[src/rtl/multicycle_control_fsm.sv]
// Multicycle MIPS sequencing controller.
// Steps each instruction through fetch/decode/execute/memory/writeback and
// drives the datapath enables and mux selects. Memory states wait on
// MemReady with a bounded wait counter; a timeout or an illegal opcode
// parks the FSM in HALT until reset.
//
// state   | meaning
// --------+---------------------------------------------------------
// FETCH   | read instruction at PC, PC+4 -> PC when MemReady
// DECODE  | branch target -> ALUOut, dispatch on opcode
// MEMADR  | A + signext(imm) -> ALUOut (lw/sw address)
// MEMRD   | read data memory at ALUOut into MDR
// MEMWB   | MDR -> register rt
// MEMWR   | write B to data memory at ALUOut
// EXEC    | R-type ALU operation on A, B
// RTYPEWB | ALUOut -> register rd
// BRANCH  | beq compare, PC <- ALUOut when ZF
// JUMP    | PC <- jump address
// IEXEC   | immediate ALU operation on A, signext(imm)
// IWB     | ALUOut -> register rt
// HALT    | stopped (illegal opcode or bus timeout), exit via rst only

module multicycle_control_fsm #(
  parameter int WAIT_LIMIT = 16,
  parameter int CNT_W      = 32
) (
  input  logic             clk,
  input  logic             rst,
  input  logic [5:0]       opcode,
  input  logic             ZF,
  input  logic             MemReady,
  output logic             PCEn,
  output logic             IorD,
  output logic             MemRead,
  output logic             MemWrite,
  output logic             IRWrite,
  output logic             RegDst,
  output logic             MemToReg,
  output logic             RegWrite,
  output logic             ALUSrcA,
  output logic [1:0]       ALUSrcB,
  output logic [2:0]       ALUOp,
  output logic [1:0]       PCSource,
  output logic [3:0]       State,
  output logic             Halted,
  output logic             BusErr,
  output logic [CNT_W-1:0] InstrCount
);

  localparam int WAIT_W = $clog2(WAIT_LIMIT + 1);

  typedef enum logic [3:0] {
    S_FETCH   = 4'd0,
    S_DECODE  = 4'd1,
    S_MEMADR  = 4'd2,
    S_MEMRD   = 4'd3,
    S_MEMWB   = 4'd4,
    S_MEMWR   = 4'd5,
    S_EXEC    = 4'd6,
    S_RTYPEWB = 4'd7,
    S_BRANCH  = 4'd8,
    S_JUMP    = 4'd9,
    S_IEXEC   = 4'd10,
    S_IWB     = 4'd11,
    S_HALT    = 4'd12
  } state_t;

  localparam logic [5:0] OP_RTYPE = 6'b000000;
  localparam logic [5:0] OP_LW    = 6'b100011;
  localparam logic [5:0] OP_SW    = 6'b101011;
  localparam logic [5:0] OP_BEQ   = 6'b000100;
  localparam logic [5:0] OP_J     = 6'b000010;
  localparam logic [5:0] OP_ADDI  = 6'b001000;
  localparam logic [5:0] OP_ANDI  = 6'b001100;
  localparam logic [5:0] OP_ORI   = 6'b001101;
  localparam logic [5:0] OP_SLTI  = 6'b001010;

  state_t            state;
  logic [WAIT_W-1:0] wait_cnt;
  logic              mem_wait_state;
  logic              timeout;

  // States that stall on MemReady share one wait counter. The counter holds
  // the number of stalled cycles so far; a stall seen while it already equals
  // WAIT_LIMIT is the timeout, while MemReady on that same cycle still succeeds.
  assign mem_wait_state = (state == S_FETCH) || (state == S_MEMRD) || (state == S_MEMWR);
  assign timeout        = mem_wait_state && !MemReady && (wait_cnt == WAIT_W'(WAIT_LIMIT));

  // State register, wait counter, sticky bus error and fetch counter.
  always_ff @(posedge clk or posedge rst) begin
    if (rst) begin
      state      <= S_FETCH;
      wait_cnt   <= '0;
      BusErr     <= 1'b0;
      InstrCount <= '0;
    end else begin
      if ((state == S_FETCH) && MemReady)
        InstrCount <= InstrCount + CNT_W'(1);

      // Leaving a memory state always passes through zero, so every entry
      // to FETCH/MEMRD/MEMWR starts with a cleared counter.
      if (mem_wait_state && !MemReady && !timeout)
        wait_cnt <= wait_cnt + WAIT_W'(1);
      else
        wait_cnt <= '0;

      if (timeout) begin
        BusErr <= 1'b1;
        state  <= S_HALT;
      end else begin
        case (state)
          S_FETCH:   if (MemReady) state <= S_DECODE;
          S_DECODE: begin
            case (opcode)
              OP_LW, OP_SW:                       state <= S_MEMADR;
              OP_RTYPE:                           state <= S_EXEC;
              OP_BEQ:                             state <= S_BRANCH;
              OP_J:                               state <= S_JUMP;
              OP_ADDI, OP_ANDI, OP_ORI, OP_SLTI:  state <= S_IEXEC;
              default:                            state <= S_HALT;
            endcase
          end
          S_MEMADR:  state <= (opcode == OP_SW) ? S_MEMWR : S_MEMRD;
          S_MEMRD:   if (MemReady) state <= S_MEMWB;
          S_MEMWR:   if (MemReady) state <= S_FETCH;
          S_MEMWB:   state <= S_FETCH;
          S_EXEC:    state <= S_RTYPEWB;
          S_RTYPEWB: state <= S_FETCH;
          S_BRANCH:  state <= S_FETCH;
          S_JUMP:    state <= S_FETCH;
          S_IEXEC:   state <= S_IWB;
          S_IWB:     state <= S_FETCH;
          S_HALT:    state <= S_HALT;
          default:   state <= S_HALT;
        endcase
      end
    end
  end

  // Output decode from the registered state; PCEn/IRWrite are Mealy on
  // MemReady/ZF, and reset kills every write/strobe enable immediately.
  always_comb begin
    PCEn     = 1'b0;
    IorD     = 1'b0;
    MemRead  = 1'b0;
    MemWrite = 1'b0;
    IRWrite  = 1'b0;
    RegDst   = 1'b0;
    MemToReg = 1'b0;
    RegWrite = 1'b0;
    ALUSrcA  = 1'b0;
    ALUSrcB  = 2'b00;
    ALUOp    = 3'b000;
    PCSource = 2'b00;
    case (state)
      S_FETCH: begin
        MemRead = 1'b1;
        ALUSrcB = 2'b01;
        IRWrite = MemReady;
        PCEn    = MemReady;
      end
      S_DECODE:  ALUSrcB = 2'b11;
      S_MEMADR: begin
        ALUSrcA = 1'b1;
        ALUSrcB = 2'b10;
      end
      S_MEMRD: begin
        MemRead = 1'b1;
        IorD    = 1'b1;
      end
      S_MEMWB: begin
        MemToReg = 1'b1;
        RegWrite = 1'b1;
      end
      S_MEMWR: begin
        MemWrite = 1'b1;
        IorD     = 1'b1;
      end
      S_EXEC: begin
        ALUSrcA = 1'b1;
        ALUOp   = 3'b010;
      end
      S_RTYPEWB: begin
        RegDst   = 1'b1;
        RegWrite = 1'b1;
      end
      S_BRANCH: begin
        ALUSrcA  = 1'b1;
        ALUOp    = 3'b001;
        PCSource = 2'b01;
        PCEn     = ZF;
      end
      S_JUMP: begin
        PCSource = 2'b10;
        PCEn     = 1'b1;
      end
      S_IEXEC: begin
        ALUSrcA = 1'b1;
        ALUSrcB = 2'b10;
        case (opcode)
          OP_ANDI: ALUOp = 3'b011;
          OP_ORI:  ALUOp = 3'b100;
          OP_SLTI: ALUOp = 3'b101;
          default: ALUOp = 3'b000;
        endcase
      end
      S_IWB:     RegWrite = 1'b1;
      default:   ;
    endcase
    if (rst) begin
      PCEn     = 1'b0;
      IRWrite  = 1'b0;
      RegWrite = 1'b0;
      MemWrite = 1'b0;
      MemRead  = 1'b0;
    end
  end

  // Debug view of the sequencer.
  assign State  = state;
  assign Halted = (state == S_HALT);

endmodule

[config.mk]
export PLATFORM = sky130hd
export DESIGN_NAME = multicycle_control_fsm
export DESIGN_NICKNAME = d
export VERILOG_FILES = /design/src/rtl/multicycle_control_fsm.sv
export SDC_FILE = /design/constraint.sdc
export NUM_CORES = 1
export LEC_CHECK = 0
export ABC_AREA = 1
export BUFFER_PORTS_ARGS = -buffer_cell sky130_fd_sc_hd__buf_2
export CAP_MARGIN = 20
export CELL_PAD_IN_SITES_DETAIL_PLACEMENT = 1
export CELL_PAD_IN_SITES_GLOBAL_PLACEMENT = 1
export CORE_ASPECT_RATIO = 1.75
export CORE_MARGIN = 8
export CORE_UTILIZATION = 38
export DETAILED_ROUTE_END_ITERATION = 6
export GPL_TIMING_DRIVEN = 0
export PLACE_DENSITY = 0.8
export SYNTH_ARGS = -nofsm -noshare
export SYNTH_HDL_FRONTEND = slang
export SYNTH_SLANG_ARGS = --single-unit
[constraint.sdc]
create_clock -name clk -period 1.8 [get_ports clk]
set_clock_uncertainty 0.1 [all_clocks]
set_input_delay 0.18 -clock clk [delete_from_list [all_inputs] [get_ports clk]]
set_output_delay 0.18 -clock clk [all_outputs]
set_load 0.02 [all_outputs]
### After elaboration in Yosys (flattened, before gate mapping)

Cells that the tools add are included.

* flip-flop bits (word level): 42
* bits of input ports: 10
* output and inout port bits: 54

* add/subtract/negate cells: 2
* equality and inequality tests: 24
* muxes and demuxes: 26
* reduce and logical (&&, ||, !) cells: 19

Operator list (number)
* adder 32 x 1 -> 32 bit (second input constant): 1
* one-hot mux 4 bit (8 select lines): 1
* equality test 6 x 4 -> 1 bit (second input constant): 4
* equality test 4 bit (second input constant): 5
* one-hot mux 4 bit (5 select lines): 1
* one-hot mux 3 bit (3 select lines): 2
* equality test 4 x 3 -> 1 bit (second input constant): 4
* 2-to-1 mux 4 bit: 4
* 2-to-1 mux 1 bit: 13
* equality test 6 bit (second input constant): 2
* inequality test 3 bit (second input constant): 3
* equality test 4 x 2 -> 1 bit (second input constant): 2
* OR reduction 2 bit: 4
* OR reduction 4 bit: 2
* equality test 6 x 2 -> 1 bit (second input constant): 1
* equality test 6 x 3 -> 1 bit (second input constant): 1
* logical NOT 6 bit: 1
* one-hot mux 2 bit (3 select lines): 1
* adder 5 x 1 -> 5 bit (second input constant): 1
* equality test 5 bit (second input constant): 1
* 2-to-1 mux 5 bit: 1
* OR reduction 5 bit: 1
* equality test 4 x 1 -> 1 bit (second input constant): 1
* logical AND 1 bit: 4
* other kinds (8): 10

### Logic depth before layout (Yosys ltp)

Gate-level depths: netlist of the first run.

* word-level depth: 8
* mapped depth: 10
* gate-level depth less buffers: 10

### Worst setup path after synthesis of the first run

No wires, ideal clock.

* kind: register to output
* from: register state[3] (netlist: State[3])
* to: output port PCEn
* arrival: 1.759 ns
* required time: 1.520 ns
* setup slack: -0.239 ns
* cell stages (with the launch flop): 7
* cells stage by stage: dfrtp_1 -> inv_1 -> nor2_1 -> inv_1 -> nor3_1 -> a21oi_1 -> a21oi_1

* word-level cells in the longest chain between the ends: 3
* elaborated cells on any way between the ends: 5
* those cells by class: eq/ne (2); mux (2); reduce/logical (1)

Ends and longest elaborated chain
* start, declared: line 78 `state_t state;`
* start signal, assigned: line 123 `S_MEMADR: state <= (opcode == OP_SW) ? S_MEMWR : S_MEMRD;`
* equality test 4 bit or logical NOT 4 bit (tied branches): line 155 `case (state)`
* one-hot mux 1 bit (3 select lines) *: line 155
* 2-to-1 mux 1 bit *: line 210 `if (rst) begin`
* end, declared: line 32 `output logic PCEn,`

Mark *: on every way between the ends. The rest lies on a longest branch, timed or not.

### Worst setup path in the final report of the first run

* from: register state[0] (netlist: State[0])
* to: output port PCEn

The elaborated chain is that of the path after synthesis.

==> flow_summary.yaml, run 1 <==
outcome:
  run_status: "finished, final reports clean"
logic_synthesis:
  ys_warn_count: 0
  yosys-top-cells-count: "99 x nand2_1, 53 x nor2_1, 49 x inv_1"
  ys.flop_type: "dfrtp_1"
  synth_edf_count: 0
  synth-simple-area-share_pct: 37.4
  yosysTopAreaCellShare_pct: 40.4
  synthArstFlopShare_pct: 100
  synth_compound_area_share_pct: 5.05
  synth_area_sq_mm: 0.00260
  synth_top_family_by_area: "simple AND/OR/NAND/NOR gates"
  ys_seq_area_share_pct: 40.4
  yosys.area.top_type: "dfrtp_1"
  post_synth_num_cell_types: 32
  syn-instance-count: 358
  synth_xor_area_share_pct: 8.08
  synthesis.nets: 371
  synth_fa_ha_area_share_pct: 1.44
  synth.area.top_cells: "dfrtp_1 40%, nand2_1 14%, nor2_1 7.6%"
  ys_seq_elements: 42
  synthMuxAreaShare_pct: 0
  synth.avg_cell_area_sq_um: 7.27
  synth.most_common_cell: "nand2_1"
clocking:
  cts_max_level: 2
  cts_made_buffers: 5
  clock_path_buffers: 2
  cts_tree: "yes"
  cts_root_buf: "clkbuf_16"
  path_clk_slew_ns: 0.06
  clkLatencyLatePin_ns: 0.29
  clock-sinks: 42
worst_hold_path:
  hold_end: "BusErr$_DFFE_PP0P_"
  min_path_cells: 4
  hold_path_class: "in -> reg"
  hp-start: "MemReady"
grt:
  grt_overflow: 0
  use_met1_pct: 14.8
  grt_pass1_wl_um: 13700
  track_usage_pct: 17.5
  antenna_found_initial: 0
  grt_pass1_vias: 2971
  grtUsageMet2_pct: 34.1
  use_met3_pct: 3.95
  top_usage_layer: "met2"
  grt_max_degree: 34
power:
  power_frac_clock_pct: 47.8
  max-vdd-ir-drop_v: 0.000351
  power.internal_mw: 1.51
  powerDensity_mw_per_mm2: 531
  p_seq_share_pct: 48.9
  finalPower_mw: 1.93
  p_leak_nw: 1.95
  netSwitchingFraction_pct: 21.6
  combPwrFrac_pct: 3.2
  power_switching_uw: 416
critical_path:
  crit_start: "State[0]$_DFFE_PP0P_"
  endpoint_kind: "primary output"
  regToRegSetupSlack_ns: 0.02
  rr_endpoint: "InstrCount[23]$_DFFE_PP0P_"
  critical_path_class: "reg -> out"
  arrival_ns: 1.50
  reg2reg_from: "State[0]$_DFFE_PP0P_"
  critPathRequiredTime_ns: 1.52
  path_max_fanout: 5
  startpoint_type: "register"
  r2r.worst_path.cells: 7
floorplanning:
  start_util_pct: 38.5
  die_h_um: 125
  core_sq_mm: 0.00676
  dieWidth_um: 78.6
  rows: 40
  fp.dieArea_sq_mm: 0.00986
  io_pins: 64
placed_design:
  hpwl_um: 6410
  dp_slack_ns: -0.175
  dp.cells: 506
  dpl_cell_area_sq_mm: 0.00305
  placement.io_buffers: 63
  gp_congestion: 0.899
layout:
  final-instance-count-excl-fill: 538
  num_antenna_cells: 0
  fin_nets: 466
  fillers: 882
  multi_input_area_sq_mm: 0.00155
  areaGrowthSynthToFinish_pct: 39.7
  regArea_sq_mm: 0.00106
  final_area_sq_mm: 0.00363
  drive_gt1_share_pct: 34.6
route:
  ant_nets: 0
  wl_per_cell_um: 16.4
  routed_via_density: 5.11
  routed-via-count: 2750
  drc: 0
  drtIter0Drc: 65
  wl_um: 8820
  drt_pass1_iterations: 6
sta:
  fmax_mhz: 562
  rsz0062_at_grt: "true"
  relSlewSlack_pct: 76.1
  layout_setup_ws_ns: 0.0191
  worstMarginPinSlew_ns: 0.358
  slew_violations: 0
  setup_violations: 0
  finalHoldViolCount: 0
  timing.final.crit_share_pct: 98.9
  period_needed_ns: 1.78
job:
  maxCapViolations: 0
==> worst max-delay path, stage by stage, from the launching register on <==
cell and delay (ns):
dfrtp_2 0.47, nor2_4 0.19, inv_2 0.08, nor2_2 0.12
a21oi_2 0.07, a21oi_2 0.15, buf_6 0.13
==> registers in the layout (all words and copies together), names as in the netlist <==
signal      cells
BusErr          1
InstrCount     32
State           4
wait_cnt        5
==> logic make-up (layout without fill, tap and decap cells) <==
logic type                 after synthesis  in the layout
DFF                                     42             42
xor gates and xnor gates                24             24
AOI/OAI and AO/OA                       21             21
buffers and inverters                   53            149
and+or+nand+nor                        215            215
adders and majority gates                3              3
==> power by group through the flow <==
stage,clock network (mW),logic (mW),registers (mW)
finish,0.923,0.0626,0.944
global route,0.982,0.0723,0.943
CTS,0.941,0.0645,0.944
detailed placement,0,0.0624,0.961
global placement,0,0.0552,0.961
floorplan,0,0.0302,0.961
==> layer usage <==
metal | wire length, um | part of all wire (%)
met5 | 0 | 0
met1 | 2890 | 33
met4 | 487 | 5.5
met2 | 5070 | 58
met3 | 364 | 4.1
==> metrics by stage <==
step | setup TNS, ns | hold slack, ns | util, %
2_1_floorplan | -0.0128 | 0.279 | -
3_3_place_gp | -9.59 | 0.350 | 44.9
3_5_place_dp | -0.923 | 0.0855 | 45.2
4_1_cts | 0 | 0.151 | 49.6
5_1_grt | -0.502 | 0.182 | 53.8
6_report | 0 | 0.144 | 53.8
==> cell type report <==
cell class	instances	area share, %
multi-input combinational	263	42.6
sequential	42	29.2
timing repair buffer	88	15.6
inverter	52	5.51
clock buffer	7	3.92
tap	84	2.89
clock inverter	1	0.138
buffer	1	0.138
==> layout by cell type (no fill, tap or decap), types with 2 or more instances in the layout <==
master / count
buf_2: 62
clkbuf_16: 6
nand2_4: 3
inv_1: 42
dfrtp_2: 8
nor3_1: 7
a21oi_2: 2
ha_1: 3
o21ai_0: 6
nand2_1: 93
nand4_1: 11
nor3_2: 3
nor2_2: 6
buf_6: 4
nor3_4: 3
nand3_1: 19
buf_4: 19
nand3b_1: 2
a21oi_1: 4
nand3_2: 3
and3_2: 2
and2_1: 2
inv_2: 8
dfrtp_1: 34
xor2_1: 17
nand3_4: 3
nor2_1: 41
buf_12: 2
xnor2_1: 6
nand2_2: 5
nor2_4: 11
inv_4: 2
==> worst max-delay path by stage <==
stage | to | slack (ns)
6_report | PCEn | 0.02
5_1_grt | InstrCount[23]$_DFFE_PP0P_ | -0.06
3_3_place_gp | RegWrite | -0.58
3_5_place_dp | InstrCount[24]$_DFFE_PP0P_ | -0.17
4_1_cts | RegWrite | 0.004
2_1_floorplan | PCEn | -0.01
==> repair_timing <==
item	4_1_cts	5_1_grt
endpoints found under the setup margin	25	25
gates resized for setup	19	47
pin swaps	5	12
setup buffers	11	11
endpoints found under the hold margin	9	0
hold buffers	1	0
cloned	0	1
No activity file was read; power rests on OpenSTA's default activity.
==> run 2, diff against run 1 <==
--- a/config.mk
+++ b/config.mk
@@ -16,5 +16,7 @@
 export DETAILED_ROUTE_END_ITERATION = 6
 export GPL_TIMING_DRIVEN = 0
+export HOLD_SLACK_MARGIN = 0.1
 export PLACE_DENSITY = 0.8
+export REMOVE_ABC_BUFFERS = 1
 export SYNTH_ARGS = -nofsm -noshare
 export SYNTH_HDL_FRONTEND = slang
==> constraint.sdc (replaced) <==
create_clock -name clk -period 1.8 [get_ports clk]
set_clock_uncertainty 0.1 [all_clocks]
set_input_delay 0.09 -clock clk [delete_from_list [all_inputs] [get_ports clk]]
set_output_delay 0.09 -clock clk [all_outputs]
set_load 0.02 [all_outputs]
==> flow_summary.yaml, run 2 (synthesis gave the netlist of run 1 again) <==
outcome:
  run_status: "finished with violations"
  violations: "negative setup slack"
floorplanning:
  fp.dieArea_sq_mm: 0.00986
  die_h_um: 125
  rows: 40
  start_util_pct: 38.5
  core_sq_mm: 0.00676
  dieWidth_um: 78.6
  io_pins: 64
sta:
  relSlewSlack_pct: 65.3
  setup_violations: 1
  worstMarginPinSlew_ns: 0.517
  slew_violations: 0
  layout_setup_ws_ns: -0.0492
  period_needed_ns: 1.85
  rsz0062_at_grt: "true"
  finalSetupTns_ns: -0.0492
  finalHoldViolCount: 0
  timing.final.crit_share_pct: 103
  fmax_mhz: 541
power:
  finalPower_mw: 1.91
  power_frac_clock_pct: 47.4
  power_switching_uw: 434
  p_seq_share_pct: 49.3
  powerDensity_mw_per_mm2: 529
  power.internal_mw: 1.48
  combPwrFrac_pct: 3.3
  netSwitchingFraction_pct: 22.7
  max-vdd-ir-drop_v: 0.000376
  p_leak_nw: 1.92
layout:
  largest_reg_flops: 32
  areaGrowthSynthToFinish_pct: 39.0
  fillers: 874
  fin_nets: 474
  final-instance-count-excl-fill: 546
  drive_gt1_share_pct: 34.0
  final_core_util_pct: 53.5
  layout.cells.most_common_list: "94 x nand2_1, 61 x buf_2, 44 x inv_1"
  regMostFlops: "InstrCount"
  layout_commonest_cell: "nand2_1"
  final_area_sq_mm: 0.00362
  num_antenna_cells: 0
route:
  wl_um: 9330
  routed-via-count: 2807
  ant_nets: 0
  drtIter0Drc: 125
  routed_via_density: 5.14
  drc: 0
  wl_per_cell_um: 17.1
  drt_pass1_iterations: 4
grt:
  track_usage_pct: 18.1
  use_met3_pct: 4.23
  grt_pass1_vias: 3022
  antenna_found_initial: 0
  grt_pass1_wl_um: 14300
  top_usage_layer: "met2"
  grt_max_degree: 34
  use_met1_pct: 16.4
  grtUsageMet2_pct: 35.5
  grt_overflow: 0
placed_design:
  dpl_cell_area_sq_mm: 0.00304
  gp_congestion: 0.930
  placement.io_buffers: 63
  dp.cells: 505
  hpwl_um: 6610
worst_hold_path:
  hold_path_class: "in -> reg"
  min_path_cells: 5
clocking:
  cts_tree: "yes"
  cts_made_buffers: 5
  clock_path_buffers: 2
  clkLatencyLatePin_ns: 0.29
  clock-sinks: 42
  cts_max_level: 2
  path_clk_slew_ns: 0.07
  cts_root_buf: "clkbuf_16"
critical_path:
  worst-path-stages: 9
  slowest_delay_ns: 0.45
  r2r.worst_path.cells: 9
  arrival_ns: 1.90
  critPathRequiredTime_ns: 1.85
  startpoint_type: "register"
  path_buf_inv: 0
  slowest_stage: "dfrtp_1"
  critical_path_class: "reg -> reg"
  path_max_fanout: 6
  path_common_cell: "nand2_1"
  endpoint_kind: "register"
  crit_family: "simple AND/OR/NAND/NOR gates"
  cp_cell_sequence: "nand2_1, nor3_4, nand2_1, nor2_1, nand2_1, nand2_1, nand2_1, nand2_1, o21ai_0"
job:
  maxCapViolations: 0
==> run 2: cell count changes in the layout (fill, tap and decap cells not counted), moves of 2 or more <==
cell     previous run  this run
a21oi_1             4         6
a21oi_2             2         0
buf_4              19        29
inv_1              42        44
inv_4               2         0
nand2_2             5         7
nand2_4             3         0
nor2_4             11         9
==> run 2: worst register-to-register path: cells and delay by family (launching register included) <==
family | cells | cell delay [ns]
compound gates | 1 | 0.11
flops | 1 | 0.45
simple gates | 8 | 1.03
==> run 2: layer usage <==
metal | part of all wire (%) | wire (um)
met2 | 59 | 5470
met5 | 0 | 0
met1 | 34 | 3150
met3 | 3.8 | 359
met4 | 3.6 | 340
==> run 2: path summary, 6_finish.rpt <==
| kind | from | end | slack [ns] |
|---|---|---|---|
| max reg2reg | InstrCount[9]$_DFFE_PP0P_ | InstrCount[17]$_DFFE_PP0P_ | -0.05 |
| max in group asynchronous | rst | State[3]$_DFFE_PP0P_ | 0.90 |
| min in group asynchronous | rst | InstrCount[30]$_DFFE_PP0P_ | 0.23 |
| min reg2reg | BusErr$_DFFE_PP0P_ | BusErr$_DFFE_PP0P_ | 0.38 |
| min | opcode[4] | State[1]$_DFFE_PP0P_ | 0.15 |
| max | InstrCount[9]$_DFFE_PP0P_ | InstrCount[17]$_DFFE_PP0P_ | -0.05 |
==> run 2: metrics by stage <==
stage	setup slack (ns)	hold WS (ns)
finish	-0.0492	0.153
CTS	-0.0464	0.156
floorplan	-0.149	0.157
detailed placement	-0.353	-0.0126
global placement	-0.402	0.348
global route	-0.105	0.192
==> run 2: timing repair <==
| item | CTS | global route |
|---|---|---|
| endpoints found under the setup margin | 26 | 30 |
| endpoints found under the hold margin | 43 | 0 |
| hold buffers | 2 | 0 |
| resized for setup | 13 | 41 |
| pin swaps | 5 | 11 |
| buffers inserted | 14 | 18 |
==> run 2: power by group through the flow <==
stage,Combinational (mW),Sequential (mW),Clock (mW)
5_1_grt,0.0741,0.943,0.950
3_3_place_gp,0.0550,0.961,0
6_report,0.0634,0.944,0.906
4_1_cts,0.0657,0.943,0.918
3_5_place_dp,0.0623,0.961,0
2_1_floorplan,0.0302,0.961,0
==> run 2: final cells by class <==
type | count | area (sq um) | share of cell area, %
inverter | 52 | 203 | 5.60
timing repair buffer | 97 | 617 | 17.1
tap | 84 | 105 | 2.91
clock buffer | 6 | 129 | 3.56
clock inverter | 2 | 13.8 | 0.380
sequential | 42 | 1060 | 29.3
multi-input combinational | 263 | 1490 | 41.2
